===== config.mk =====
export PLATFORM = sky130hd
export DESIGN_NAME = ps2_host_cmd_ctrl
export DESIGN_NICKNAME = d
export VERILOG_FILES = /design/src/rtl/ps2_pkg.sv /design/src/rtl/ps2_line_sync.sv /design/src/rtl/ps2_host_cmd_ctrl.sv
export SDC_FILE = /design/constraint.sdc
export NUM_CORES = 1
export LEC_CHECK = 0
export BUFFER_PORTS_ARGS = -buffer_cell sky130_fd_sc_hd__buf_2
export CORE_UTILIZATION = 45
export DETAILED_ROUTE_END_ITERATION = 12
export PLACE_DENSITY = 0.68
export SLEW_MARGIN = 30
export SYNTH_ARGS = -nofsm -noshare
export SYNTH_HDL_FRONTEND = slang
export SYNTH_SLANG_ARGS = --single-unit

===== constraint.sdc =====
create_clock -name CLOCK -period 2.3 [get_ports CLOCK]
set_input_delay 0.575 -clock CLOCK [delete_from_list [all_inputs] [get_ports CLOCK]]
set_output_delay 0.575 -clock CLOCK [all_outputs]
set_load 0.02 [all_outputs]

===== src/rtl/ps2_pkg.sv =====
// Shared PS/2 definitions: controller states, protocol bytes, status codes and frame builder.
package ps2_pkg;

  typedef enum logic [2:0] {
    IDLE,
    INHIBIT,
    START,
    TX_BITS,
    WAIT_LINEACK,
    WAIT_RESP,
    FINISH
  } ps2_state_e;

  localparam logic [7:0] PS2_ACK         = 8'hFA;
  localparam logic [7:0] PS2_RESEND      = 8'hFE;
  localparam logic [7:0] PS2_CMD_SET_LED = 8'hED;

  typedef logic [1:0] ps2_err_t;

  localparam ps2_err_t ERR_OK        = 2'b00;
  localparam ps2_err_t ERR_TIMEOUT   = 2'b01;
  localparam ps2_err_t ERR_RETRY     = 2'b10;
  localparam ps2_err_t ERR_NOLINEACK = 2'b11;

  // Host-to-device frame, index 0 sent first: data LSB first, odd parity, stop.
  function automatic logic [9:0] ps2_frame(input logic [7:0] b);
    return {1'b1, ~(^b), b};
  endfunction

endpackage


===== src/rtl/ps2_line_sync.sv =====
// Two-flop synchronizers for the PS/2 clock and data lines with a registered clock-fall strobe.
module ps2_line_sync (
  input  logic clk,
  input  logic rst,
  input  logic ps2_clk_in,
  input  logic ps2_dat_in,
  output logic dat_sync,
  output logic clk_fall
);

  logic [1:0] clk_pipe_q, clk_pipe_d;
  logic [1:0] dat_pipe_q, dat_pipe_d;
  logic       clk_prev_q, clk_prev_d;
  logic       fall_q, fall_d;

  always_comb begin
    clk_pipe_d = {clk_pipe_q[0], ps2_clk_in};
    dat_pipe_d = {dat_pipe_q[0], ps2_dat_in};
    clk_prev_d = clk_pipe_q[1];
    fall_d     = clk_prev_q & ~clk_pipe_q[1];
  end

  // Idle PS/2 lines float high, so the pipeline resets to 1 to avoid a false fall.
  always_ff @(posedge clk) begin
    if (rst) begin
      clk_pipe_q <= 2'b11;
      dat_pipe_q <= 2'b11;
      clk_prev_q <= 1'b1;
      fall_q     <= 1'b0;
    end else begin
      clk_pipe_q <= clk_pipe_d;
      dat_pipe_q <= dat_pipe_d;
      clk_prev_q <= clk_prev_d;
      fall_q     <= fall_d;
    end
  end

  assign dat_sync = dat_pipe_q[1];
  assign clk_fall = fall_q;

endmodule


===== src/rtl/ps2_host_cmd_ctrl.sv =====
// PS/2 host command sequencer: sends a command (plus optional argument) to the keyboard
// and handles line-ack, ACK/RESEND responses, retries and per-state timeouts.
module ps2_host_cmd_ctrl
  import ps2_pkg::*;
#(
  parameter int unsigned INHIBIT_CYCLES = 5000,
  parameter int unsigned TIMEOUT_CYCLES = 1000000,
  parameter int unsigned MAX_RETRY      = 3
) (
  input  logic       CLOCK,
  input  logic       rst,
  input  logic       cmd_valid,
  output logic       cmd_ready,
  input  logic [7:0] cmd_byte,
  input  logic       cmd_has_arg,
  input  logic [7:0] arg_byte,
  input  logic       ps2_clk_in,
  input  logic       ps2_dat_in,
  output logic       ps2_clk_drive_low,
  output logic       ps2_dat_drive_low,
  input  logic       rx_valid,
  input  logic [7:0] rx_byte,
  output logic       rx_enable,
  output logic       busy,
  output logic       done,
  output logic [1:0] err
);

  localparam int unsigned CNT_MAX = (INHIBIT_CYCLES > TIMEOUT_CYCLES) ? INHIBIT_CYCLES : TIMEOUT_CYCLES;
  localparam int unsigned CNT_W   = $clog2(CNT_MAX + 1);
  localparam int unsigned RETRY_W = (MAX_RETRY < 1) ? 1 : $clog2(MAX_RETRY + 1);
  localparam int unsigned IDX_W   = 4;

  ps2_state_e         state_q, state_d;
  logic [CNT_W-1:0]   cnt_q, cnt_d;
  logic [7:0]         tx_byte_q, tx_byte_d;
  logic [7:0]         arg_q, arg_d;
  logic               arg_pending_q, arg_pending_d;
  logic [RETRY_W-1:0] retry_q, retry_d;
  logic [IDX_W-1:0]   idx_q, idx_d;
  logic               clk_low_q, clk_low_d;
  logic               dat_low_q, dat_low_d;
  logic               rx_en_q, rx_en_d;
  logic               done_q, done_d;
  ps2_err_t           err_q, err_d;

  logic       dat_sync, clk_fall;
  logic [9:0] frame_c;
  logic       timeout_c;
  logic       fin;
  ps2_err_t   fin_code;

  ps2_line_sync u_line_sync (
    .clk        (CLOCK),
    .rst        (rst),
    .ps2_clk_in (ps2_clk_in),
    .ps2_dat_in (ps2_dat_in),
    .dat_sync   (dat_sync),
    .clk_fall   (clk_fall)
  );

  assign frame_c   = ps2_frame(tx_byte_q);
  assign timeout_c = (cnt_q >= CNT_W'(TIMEOUT_CYCLES - 1));

  always_comb begin
    state_d       = state_q;
    tx_byte_d     = tx_byte_q;
    arg_d         = arg_q;
    arg_pending_d = arg_pending_q;
    retry_d       = retry_q;
    idx_d         = idx_q;
    dat_low_d     = dat_low_q;
    err_d         = err_q;
    done_d        = 1'b0;
    fin           = 1'b0;
    fin_code      = ERR_OK;

    case (state_q)
      IDLE: begin
        if (cmd_valid) begin
          tx_byte_d     = cmd_byte;
          arg_pending_d = cmd_has_arg;
          arg_d         = arg_byte;
          retry_d       = '0;
          err_d         = ERR_OK;
          state_d       = INHIBIT;
        end
      end
      INHIBIT: begin
        if (cnt_q == CNT_W'(INHIBIT_CYCLES - 1)) begin
          state_d   = START;
          dat_low_d = 1'b1;
        end
      end
      START: begin
        idx_d = '0;
        if (timeout_c) begin
          fin      = 1'b1;
          fin_code = ERR_TIMEOUT;
        end else begin
          state_d = TX_BITS;
        end
      end
      // A device clock fall takes priority over an expiring timeout.
      TX_BITS: begin
        if (clk_fall) begin
          dat_low_d = ~frame_c[idx_q];
          idx_d     = IDX_W'(idx_q + IDX_W'(1));
          if (idx_q == IDX_W'(9)) begin
            dat_low_d = 1'b0;
            state_d   = WAIT_LINEACK;
          end
        end else if (timeout_c) begin
          fin      = 1'b1;
          fin_code = ERR_TIMEOUT;
        end
      end
      WAIT_LINEACK: begin
        if (clk_fall) begin
          if (!dat_sync) begin
            state_d = WAIT_RESP;
          end else begin
            fin      = 1'b1;
            fin_code = ERR_NOLINEACK;
          end
        end else if (timeout_c) begin
          fin      = 1'b1;
          fin_code = ERR_TIMEOUT;
        end
      end
      WAIT_RESP: begin
        if (rx_valid) begin
          if (rx_byte == PS2_ACK) begin
            if (arg_pending_q) begin
              tx_byte_d     = arg_q;
              arg_pending_d = 1'b0;
              retry_d       = '0;
              state_d       = INHIBIT;
            end else begin
              fin      = 1'b1;
              fin_code = ERR_OK;
            end
          end else if (rx_byte == PS2_RESEND) begin
            if (retry_q < RETRY_W'(MAX_RETRY)) begin
              retry_d = RETRY_W'(retry_q + RETRY_W'(1));
              state_d = INHIBIT;
            end else begin
              fin      = 1'b1;
              fin_code = ERR_RETRY;
            end
          end
        end else if (timeout_c) begin
          fin      = 1'b1;
          fin_code = ERR_TIMEOUT;
        end
      end
      FINISH: begin
        state_d = IDLE;
      end
      default: begin
        state_d = IDLE;
      end
    endcase

    if (fin) begin
      state_d   = FINISH;
      err_d     = fin_code;
      done_d    = 1'b1;
      dat_low_d = 1'b0;
    end

    cnt_d     = ((state_d != state_q) || (state_q == IDLE)) ? '0 : CNT_W'(cnt_q + CNT_W'(1));
    clk_low_d = (state_d == INHIBIT) || (state_d == START);
    rx_en_d   = (state_d == IDLE) || (state_d == WAIT_RESP) || (state_d == FINISH);
  end

  always_ff @(posedge CLOCK) begin
    if (rst) begin
      state_q       <= IDLE;
      cnt_q         <= '0;
      tx_byte_q     <= '0;
      arg_q         <= '0;
      arg_pending_q <= 1'b0;
      retry_q       <= '0;
      idx_q         <= '0;
      clk_low_q     <= 1'b0;
      dat_low_q     <= 1'b0;
      rx_en_q       <= 1'b1;
      done_q        <= 1'b0;
      err_q         <= ERR_OK;
    end else begin
      state_q       <= state_d;
      cnt_q         <= cnt_d;
      tx_byte_q     <= tx_byte_d;
      arg_q         <= arg_d;
      arg_pending_q <= arg_pending_d;
      retry_q       <= retry_d;
      idx_q         <= idx_d;
      clk_low_q     <= clk_low_d;
      dat_low_q     <= dat_low_d;
      rx_en_q       <= rx_en_d;
      done_q        <= done_d;
      err_q         <= err_d;
    end
  end

  assign cmd_ready         = (state_q == IDLE);
  assign busy              = (state_q != IDLE);
  assign ps2_clk_drive_low = clk_low_q;
  assign ps2_dat_drive_low = dat_low_q;
  assign rx_enable         = rx_en_q;
  assign done              = done_q;
  assign err               = err_q;

endmodule


=== After elaboration in Yosys (flattened, before gate mapping) ===
Cells that the tools add are included.

* Add/subtract/negate cells: 3
* $lt $le $gt $ge: 3
* Eq/ne operators: 23
* Muxes and demuxes: 60
* Bitwise gates (word level): 4
* Reductions and logical operators: 22

{| class="wikitable"
|+ Operators by type and width
! kind !! count
|-
| $mux W3 || 13
|-
| $mux W8 || 4
|-
| $mux W2 || 14
|-
| $add A20 B1 Y20 const B || 1
|-
| $eq A20 B13 Y1 const B || 1
|-
| $ge A20 B20 Y1 const B || 1
|-
| $mux W1 || 19
|-
| $pmux W3 S6 || 1
|-
| $eq A8 B8 Y1 const B || 2
|-
| $pmux W8 S2 || 1
|-
| $eq A3 B3 Y1 const B || 4
|-
| $ne A2 B2 Y1 const B || 5
|-
| $reduce_bool A2 Y1 || 5
|-
| $eq A3 B2 Y1 const B || 3
|-
| $ne A3 B3 Y1 const B || 3
|-
| $pmux W2 S4 || 1
|-
| $pmux W4 S2 || 1
|-
| $reduce_xor A8 Y1 || 1
|-
| $eq A3 B1 Y1 const B || 2
|-
| $logic_not A3 Y1 || 2
|-
| $reduce_and A2 Y1 || 3
|-
| $reduce_and A6 Y1 || 1
|-
| $lt A4 B5 Y1 const B || 1
|-
| $reduce_and A5 Y1 || 1
|-
| other kinds (18) || 25
|}

* Register bits after elaboration: 58
* Bits of input ports: 31
* Output and inout port bits: 8
* Word-level logic and storage cells: 131

=== Logic depth before layout (Yosys ltp) ===
* Depth in word-level cells: 10
* Gate-level depth with buffers: 9
* Depth with buffers taken out: 8

=== Cells and area by module ===
From an unflattened synthesis, not the netlist that was laid out.

* Cells, all modules: 350
* Area total of the unflattened synthesis: 3021.6 µm²

{| class="wikitable"
|+ Modules (own cells, without submodules)
! module !! instances !! cells an instance !! area each (µm²) !! seq. area each (µm²)
|-
| ps2_host_cmd_ctrl || 1 || 338 || 2862.7 || 1041.0
|-
| ps2_line_sync || 1 || 12 || 158.9 || 120.1
|}

=== Worst setup path before layout ===
No wires, ideal clock.

* Path kind: reg2reg
* Start: reg state_q[0]
* End: reg arg_pending_q
* Setup time: 0.128 ns
* Data arrival time: 1.904 ns
* Setup slack: 0.269 ns
* Cell stages (with the launch flop): 9
* Path buffers: 2
* Clock period less this slack: 2.031 ns
* Cells stage by stage: dfxtp_1 -> clkbuf_1 -> or3_1 -> inv_1 -> and2_1 -> clkbuf_1 -> o21ai_0 -> a21oi_1 -> nor2_1

* Longest elaborated chain between the ends: 3

{| class="wikitable"
|+ RTL lines
! item !! RTL line !! RTL
|-
| from (decl) || ps2_host_cmd_ctrl.sv:34 || <nowiki>ps2_state_e state_q, state_d;</nowiki>
|-
| from (signal assigned) || ps2_host_cmd_ctrl.sv:192 || <nowiki>state_q <= state_d;</nowiki>
|-
| $logic_not A3 Y1 * || -- ||
|-
| via cmd_ready || ps2_host_cmd_ctrl.sv:13 || <nowiki>output logic cmd_ready,</nowiki>
|-
| $ne A2 B2 Y1 (no line) / $reduce_bool A2 Y1 (equally long branches) || -- ||
|-
| $reduce_and A4 Y1 (no line) || -- ||
|-
| to (signal assigned) || ps2_host_cmd_ctrl.sv:196 || <nowiki>arg_pending_q <= arg_pending_d;</nowiki>
|-
| to (decl) || ps2_host_cmd_ctrl.sv:38 || <nowiki>logic arg_pending_q, arg_pending_d;</nowiki>
|}

Mark *: on every way through the listed nets, which the timed path passes. The rest lies on a longest branch.
A chain may end at the register's enable or synchronous reset.

=== Worst setup path in the final report ===
* Start: reg state_q[0]
* End: reg cnt_q[6]

* Longest elaborated chain between the ends: 9

{| class="wikitable"
|+ RTL lines
! item !! RTL line !! RTL
|-
| $mux W3 || ps2_host_cmd_ctrl.sv:144 || <nowiki>if (retry_q < RETRY_W'(MAX_RETRY)) begin</nowiki>
|-
| $mux W3 || ps2_host_cmd_ctrl.sv:143 || <nowiki>end else if (rx_byte == PS2_RESEND) begin</nowiki>
|-
| $mux W3 || ps2_host_cmd_ctrl.sv:133 || <nowiki>if (rx_byte == PS2_ACK) begin</nowiki>
|-
| $mux W3 || ps2_host_cmd_ctrl.sv:132 || <nowiki>if (rx_valid) begin</nowiki>
|-
| $pmux W3 S6 || ps2_host_cmd_ctrl.sv:78 || <nowiki>case (state_q)</nowiki>
|-
| $mux W3 || ps2_host_cmd_ctrl.sv:165 || <nowiki>if (fin) begin</nowiki>
|-
| $ne A3 B3 Y1 || ps2_host_cmd_ctrl.sv:172 || <nowiki>cnt_d = ((state_d != state_q) || (state_q == IDLE)) ? '0 : CNT_W'(cnt_q + CNT_W'(1));</nowiki>
|-
| $logic_or A1 B1 Y1 * || ps2_host_cmd_ctrl.sv:172 ||
|-
| $reduce_or A2 Y1 (no line) * || -- ||
|-
| to (signal assigned) || ps2_host_cmd_ctrl.sv:193 || <nowiki>cnt_q <= cnt_d;</nowiki>
|-
| to (decl) || ps2_host_cmd_ctrl.sv:35 || <nowiki>logic [CNT_W-1:0] cnt_q, cnt_d;</nowiki>
|}

Every way passes the cells marked *; elsewhere a longest branch is shown, timed or not.

==> results_dict.tcl <==
set metrics [dict create \
    r2r_start "state_q[0]" \
    htreeDepth 3 \
    async_flop_share 0 \
    n_fill_cell 602 \
    fmax_ghz 0.469 \
    grt_max_degree 21 \
    drv_cap 0 \
    worstPathCellList "inv_1, or3_1, a21oi_1, o21a_1, a21oi_2, buf_12, nor4_2" \
    slowest_stage "dfxtp_1" \
    synth_cell_types 55 \
    gp_congestion 0.832 \
    worstSetupPathType "reg -> reg" \
    drive_gt1_frac 0.266 \
    yosys_warnings 0 \
    relSlewSlack 0.650 \
    hold_viol_final 0 \
    cts-root-buf "clkbuf_8" \
    die_h_um 84.6 \
    synth_area_leaders "dfxtp_1, nor4_2, nand2_1" \
    io_buffers 38 \
    grt-ovfl-total 0 \
    numCtsBuffers 9 \
    multiInputGateArea_um2 1780 \
    routed_wl_um 6590 \
    slowest_delay_ps 600 \
    clockBufferDepth 2 \
    skew_ps 4.34 \
    synthesis.area_um2 3070 \
    clkSinkCount 58 \
    ys_seq_area_frac 0.378 \
    die-area_um2 7160 \
    vias 2720 \
    first_pass_iters 6 \
    fin_util 0.563 \
    critPathTopFamily "simple AND/OR/NAND/NOR gates" \
    post_cts_resized 0 \
    syn2layout_area_growth_pct 18.5 \
    antenna_found_initial 0 \
    hold_slack_ps 411 \
    grt_use_total 0.199 \
    post_cts_buffers 0 \
    setup_viol 0 \
    critPathMaxFanout 20 \
    final_nets 443 \
    crit_buf_inv 2 \
    arrival_ps 2380 \
    min_period_ps 2130 \
    netlist_instances 360 \
    cp-end-kind "flip-flop" \
    worst_pin_slew_ps 519 \
    finalNonFillerCells 490 \
    finalPower_mw 2.25 \
    setup_tns_ps 0 \
    synth-main-ff-cell "dfxtp_1" \
    synth_fp_nets 395 \
    place_ws_ps 65.4 \
    drtIter0Drc 192 \
    grt_setup_unrepaired "false" \
    io_pins 39 \
    tritoncts "yes" \
    layout_setup_ws_ps 170 \
    synth_commonest_cells "nand2_1, dfxtp_1, nor2_1" \
    ys_ff_latch 58 \
    grt_pass1_vias 2510 \
    cts.reportedPaths.clkPinSlew_ps 60 \
    dp.cells 474 \
    final.period_utilization 0.926 \
    antenna_left 0 \
    ctsHoldBuffers 0 \
    grt_pass1_wl_um 11400 \
    yosysTopAreaCell "dfxtp_1" \
    hp-start "u_line_sync.clk_prev_q" \
    post_drt_wl_per_cell_um 13.4 \
    vdd_drop_max_mv 0.352 \
    initial_core_util 0.475 \
    antennaDiodeCount 0 \
    synth.avg_cell_area_um2 8.53 \
    drv_slew 0 \
    hold_path_class "reg -> reg" \
    timing.critical_path.from "state_q[0]" \
    synth_top_cell_area_share 0.378 \
    rows 29 \
    worstPathRequired_ps 2550 \
    via_per_inst 5.55 \
    synth_edf_count 0 \
    drcViolationCount 0 \
    coreArea_um2 6460 \
    status "finished, final reports clean" \
    powerDensity_nw_per_um2 619 \
    hpwlAfterDp_um 4760 \
    cp-start-kind "flip-flop" \
    fp.dieW_um 84.6 \
    place_area_um2 3420 \
    yosysMostFrequentCell "nand2_1" \
    finalInstanceArea_um2 3640 \
    clk_latency_ps 340 \
    seqCellArea_um2 1160 \
    p_leak_nw 1.28 \
]
cell type report:
| type | count | area share |
|---|---|---|
| sequential | 58 | 0.319 |
| timing repair buffer | 55 | 0.0977 |
| multi-input combinational | 272 | 0.488 |
| clock buffer | 11 | 0.0416 |
| inverter | 12 | 0.0124 |
| clock inverter | 5 | 0.0144 |
| tap | 77 | 0.0265 |
worst paths after layout:
kind	end	slack (ps)	depth (start not counted)
max reg2reg	cnt_q[6]	170	7
min	u_line_sync.clk_fall	410	2
max	cnt_q[6]	170	7
min reg2reg	u_line_sync.clk_fall	410	2
power breakdown:
group	switching [mW]	total, mW	internal [mW]
logic	0.120	0.226	0.106
registers	0.0259	1.06	1.04
clock network	0.410	0.963	0.553
tightest hold or removal path, cell delays in order (launching register included):
cell     delay, ps
dfxtp_1        300
inv_1           40
nor2_1          30
cell usage in the layout (no fill, tap or decap), types with 5 or more instances in the layout:
cell type	instances
nor4_2	20
buf_2	38
nand4_1	7
o21ai_0	5
or2_2	6
nand2_1	59
nor2_1	34
clkbuf_8	11
inv_1	12
xnor2_1	16
nor3_1	9
nand3_1	10
buf_4	14
xor2_1	9
dfxtp_1	58
a21oi_1	26
a311oi_1	8
flip-flops by register name, indices dropped and copies added, names as in the netlist:
register	cells
retry_q	2
arg_q	8
cnt_q	20
rx_enable	1
ps2_clk_drive_low	1
u_line_sync.dat_pipe_q	2
idx_q	4
tx_byte_q	8
u_line_sync.clk_prev_q	1
done	1
u_line_sync.clk_fall	1
arg_pending_q	1
u_line_sync.clk_pipe_q	2
state_q	3
ps2_dat_drive_low	1
err	2
kinds of logic (layout without fill, tap and decap cells):
family	after synthesis	count (layout)	share of synthesized area
flops	58	58	0.378
xor+xnor	25	25	0.0713
simple gates	180	180	0.338
buf+inv	30	83	0.0489
compound gates	61	61	0.132
mux	2	2	0.0147
fa+ha+maj	4	4	0.0163
per-layer routing:
metal	track usage	up-vias	wire [µm]
met2	0.288	71	2780
met5	0	-	0
met4	0.100	0	163
li1	-	1387	-
met1	0.275	1247	3300
met3	0.0531	15	342
Note: power is estimated with default switching activity, not from simulation.
